[config.mk]
export PLATFORM = sky130hd
export DESIGN_NAME = vga_sync_gen
export DESIGN_NICKNAME = d
export VERILOG_FILES = /design/src/rtl/vga_sync_gen.sv
export SDC_FILE = /design/constraint.sdc
export NUM_CORES = 1
export LEC_CHECK = 0
export ABC_AREA = 1
export ABC_CLOCK_PERIOD_IN_PS = 2000
export CORE_MARGIN = 2
export CORE_UTILIZATION = 51
export DETAILED_ROUTE_END_ITERATION = 12
export GPL_ROUTABILITY_DRIVEN = 1
export PLACE_DENSITY = 0.8
export REMOVE_ABC_BUFFERS = 1
export SLEW_MARGIN = 20
export SYNTH_ARGS = -nofsm -noshare
export SYNTH_HDL_FRONTEND = slang
export SYNTH_SLANG_ARGS = --single-unit
[constraint.sdc]
create_clock -name clk -period 2 [get_ports clk]
set_input_delay 0.4 -clock clk [delete_from_list [all_inputs] [get_ports clk]]
set_output_delay 0.4 -clock clk [all_outputs]
set_load 0.005 [all_outputs]
[src/rtl/vga_sync_gen.sv]
// VGA timing generator: divides clk into a pixel strobe, scans the pixel raster and
// produces active-low syncs plus the coordinates and visible-area flag for RGB generators.
module vga_sync_gen #(
    parameter int H_DISPLAY = 640,
    parameter int H_FRONT   = 16,
    parameter int H_SYNC    = 96,
    parameter int H_BACK    = 48,
    parameter int V_DISPLAY = 480,
    parameter int V_FRONT   = 10,
    parameter int V_SYNC    = 2,
    parameter int V_BACK    = 33,
    parameter int TICK_DIV  = 4
) (
    input  logic       clk,
    input  logic       reset,
    output logic       hsync,
    output logic       vsync,
    output logic       video_on,
    output logic       p_tick,
    output logic [9:0] pixel_x,
    output logic [9:0] pixel_y,
    output logic       frame_start
);

    localparam int H_TOTAL = H_DISPLAY + H_FRONT + H_SYNC + H_BACK;
    localparam int V_TOTAL = V_DISPLAY + V_FRONT + V_SYNC + V_BACK;
    localparam int DIV_W   = (TICK_DIV > 1) ? $clog2(TICK_DIV) : 1;

    localparam logic [DIV_W-1:0] DIV_LAST = DIV_W'(TICK_DIV - 1);
    localparam logic [9:0] H_LAST   = 10'(H_TOTAL - 1);
    localparam logic [9:0] V_LAST   = 10'(V_TOTAL - 1);
    localparam logic [9:0] H_VIS    = 10'(H_DISPLAY);
    localparam logic [9:0] V_VIS    = 10'(V_DISPLAY);
    localparam logic [9:0] HS_FIRST = 10'(H_DISPLAY + H_FRONT);
    localparam logic [9:0] HS_LAST  = 10'(H_DISPLAY + H_FRONT + H_SYNC - 1);
    localparam logic [9:0] VS_FIRST = 10'(V_DISPLAY + V_FRONT);
    localparam logic [9:0] VS_LAST  = 10'(V_DISPLAY + V_FRONT + V_SYNC - 1);

    logic [DIV_W-1:0] div_cnt;
    logic [9:0]       x_next;
    logic [9:0]       y_next;

    assign p_tick      = (div_cnt == DIV_LAST);
    assign frame_start = p_tick && (pixel_x == '0) && (pixel_y == '0);

    // NOTE: defaults first so every path assigns x_next/y_next; otherwise a latch is inferred.
    always_comb begin
        x_next = pixel_x;
        y_next = pixel_y;
        if (p_tick) begin
            if (pixel_x == H_LAST) begin
                x_next = '0;
                y_next = (pixel_y == V_LAST) ? '0 : pixel_y + 1'b1;
            end else begin
                x_next = pixel_x + 1'b1;
            end
        end
    end

    // Syncs and video_on decode the next-state counters so they line up with pixel_x/pixel_y.
    // NOTE: non-blocking assignments here so every register samples pre-edge values.
    always_ff @(posedge clk) begin
        if (reset) begin
            div_cnt  <= '0;
            pixel_x  <= '0;
            pixel_y  <= '0;
            hsync    <= 1'b1;
            vsync    <= 1'b1;
            video_on <= 1'b1;
        end else begin
            div_cnt  <= p_tick ? '0 : div_cnt + 1'b1;
            pixel_x  <= x_next;
            pixel_y  <= y_next;
            hsync    <= !((x_next >= HS_FIRST) && (x_next <= HS_LAST));
            vsync    <= !((y_next >= VS_FIRST) && (y_next <= VS_LAST));
            video_on <= (x_next < H_VIS) && (y_next < V_VIS);
        end
    end

endmodule

==> results.md <==
* Antenna violations before repair at 0
* Pre-Repair DR Iteration Count at 4
* Post-synthesis adder-cell area fraction at ~4.5%
* CP max-delay cell: clkdlybuf4s50_1
* # rows at 19
* Worst Path Max Fanout at 6
* Max Cap Viol at 0
* Io pins at 27
* Worst Max-Slew Pin Slew at approximately 360 ps
* Synth Area in Compound Gates at 5.70%
* Root buf cell: clkbuf_4
* Relative slew slack at between 70% and 80%
* Synth cell types at 28
* Initial core utilization at 52.3%
* Setup CP Type: flip-flop to output port
* Top_reg_cell synth: dfxtp_1
* Non-filler instance count after layout at between 200 and 300
* Tot Pwr at about 800 uW
* Post-route cell area at approximately 1900 um^2
* ANT nets after route at 0
* # port buffers at 26
* Fillers at 234
* Largest net degree at the start of global routing at 15
* Fin crit period at around 1900 ps
* GP Congestion at 0.868
* Combinational Power Share at under 10%
* Routed Wire Length at around 3.3 mm
* Peak Freq at 533 MHz
* Hpwl dp at 2.54 mm
* DRT iter0 DRCs at 80
* Reg-to-reg endpoint: vsync
* VDD IR max at around 650 uV
* CP max stage delay at 500 ps
* Clk slew on worst S/H paths at about 130 ps
* Synth Register Bits at 25
* Routed WL per cell at approximately 12 um
* Switch share at 23.6%
* Hold EP: div_cnt[0]
* Path depth of the worst reg2reg path at 11
* Hold Path Class: flip-flop to flip-flop
* WP buf/inv at 2
* Reg2reg start: pixel_x[5]
* Final Hold Viols at 0
* Crit path max-delay family: buffers and inverters
* Number of buffers created by CTS at 3
* CTS tree: yes
* Mux cell area share after synthesis at 0%
* Core Util, Final at 69.1%
* Syn Inst Count at approximately 210
* Post-route setup TNS at 0 ps
* Fin nets at 253
* # DRC at 0
* Data required, critical path at roughly 1600 ps
* Syn Std Cell Area at 1400 um^2
* Diodes inserted at 0
* Via Count at ~1400
* Dpl cell area at 1770 um^2
* NetSw at 189 uW
* Final worst-path cycle share at 93.8%
* Post-synth EDFFs at 0
* Clock share of power at roughly 28%
* Hold Path Depth at 1
* Mean Syn Cell Area at 6.78 um^2
* Skew final at 4.79 ps
* Total core area at approximately 2700 um^2
* Int Pwr at 613 uW
* Vias per cell at 5.18
* Clk sinks at 25
* Gr usage total at 22.1%
* P&R area growth vs syn at 32.2%
* Xor/xnor cell area share of the yosys netlist at under 10%
* Grt ovf at 0
* Leak at around 0.76 nW
* First-pass GRT wire length at roughly 5.6 mm
* Later-pin clock latency in the skew report at 320 ps
* Ys Warns at 0
* Max-slew violation count at 0
* CP Launch Type: flip-flop
* Worst-case clock buffer depth at 2
* Main combinational cell family by area after synthesis: simple AND/OR/NAND/NOR gates
* Vias in the first global route at 1262
* Sequential Power Share at 64.2%
* Cells along the critical path: ha_4 > buf_4 > clkdlybuf4s50_1
* Simple-gate share of the synthesized area at 42.5%
* Outcome: finished clean
* Critical path arrival at 1480 ps
* Crit path capture type: output port
* R2R setup slack at roughly 140 ps
* Worst Hold Launch: div_cnt[0]
* Layout cells sized above 1 at 18.0%
* CTS Hold Bufs at 0
* Die Wd at 56.5 um
* DIE AREA at 3190 um^2
* Sequential area share after synthesis at 35.7%
* Async S/R FF share, synth at 0%
* Cell Pwr Density at 432 nW/um^2
* Die Y at about 56 um
* Placed Instances at ~270
* Final setup vio count at 0
* Htree depth at 1
* Crit path depth at 3
## per-layer routing
| layer | part of all wire (%) | up-vias | global-route usage, % |
|---|---|---|---|
| li1 | - | 749 | - |
| met1 | 49 | 632 | 32.0 |
| met2 | 45 | 44 | 32.7 |
| met3 | 5.4 | 4 | 4.61 |
| met4 | 1.1 | 0 | 7.14 |
| met5 | 0 | - | 0 |
## flip-flops by register name (all words and copies together) (netlist names)
signal	count
video_on	1
div_cnt	2
pixel_y	10
hsync	1
pixel_x	10
vsync	1
## worst max-delay path by stage
stage                           from           to  slack (ps)
after floorplan           div_cnt[0]        hsync         130
after global placement    pixel_y[5]  frame_start          60
after detailed placement  pixel_x[0]  frame_start          80
after CTS                 pixel_x[0]  frame_start          60
after global routing      div_cnt[1]        hsync          -7
final                     div_cnt[1]       p_tick         120
## cells by family after synthesis
family          after synthesis
compound gates               13
xor+xnor                      3
fa+ha+maj                     5
buf+inv                      34
flops                        25
simple gates                127
## power groups by stage
stage / Combinational (mW) / Sequential, mW / Clock [mW]
global route: 0.0677 / 0.516 / 0.262
detailed placement: 0.0551 / 0.522 / 0
CTS: 0.0575 / 0.511 / 0.232
global placement: 0.0547 / 0.522 / 0
finish: 0.0613 / 0.515 / 0.226
floorplan: 0.0235 / 0.522 / 0
## stage by stage
stage | setup slack [ps] | hold slack (ps)
detailed placement | 84.5 | 422
finish | 123 | 450
floorplan | 133 | 400
global route | -6.51 | 473
global placement | 60.9 | 411
CTS | 55.6 | 439
## cell usage after synthesis, types with 3 or more instances
library cell	n	area, um^2
dfxtp_1	25	500
ha_1	5	62.6
inv_1	28	105
nand2_1	41	154
nand3_1	16	80.1
nand4_1	9	56.3
nor2_1	35	131
nor2_2	8	50.1
nor3_1	6	30.0
o21ai_0	5	25.0
xor2_1	3	26.3
## repair_timing
| item | 4_1_cts | 5_1_grt |
|---|---|---|
| pin swaps | 0 | 2 |
| buffers inserted | 0 | 0 |
| resized for setup | 2 | 17 |
| endpoints found under the setup margin | 1 | 5 |
## layout by cell type, fill, tap and decap left out, types with 5 or more instances in the layout
cell / count
nand3_1: 15
nand4_1: 9
inv_1: 28
dfxtp_1: 21
clkdlybuf4s50_1: 25
o21ai_0: 5
nor3_1: 5
buf_4: 11
nor2_2: 6
nor2_1: 35
nand2_1: 40
## cell type report
cell class / count / area [um^2] / area share (%)
multi-input cells: 148 / 821 / 44.2
flip-flops and latches: 25 / 505 / 27.2
repair buffers: 38 / 349 / 18.8
inverters: 30 / 114 / 6.14
well taps: 31 / 38.8 / 2.09
clock buffers: 3 / 22.5 / 1.21
clock inverters: 1 / 5.00 / 0.270
No activity file was read; power rests on OpenSTA's default activity.
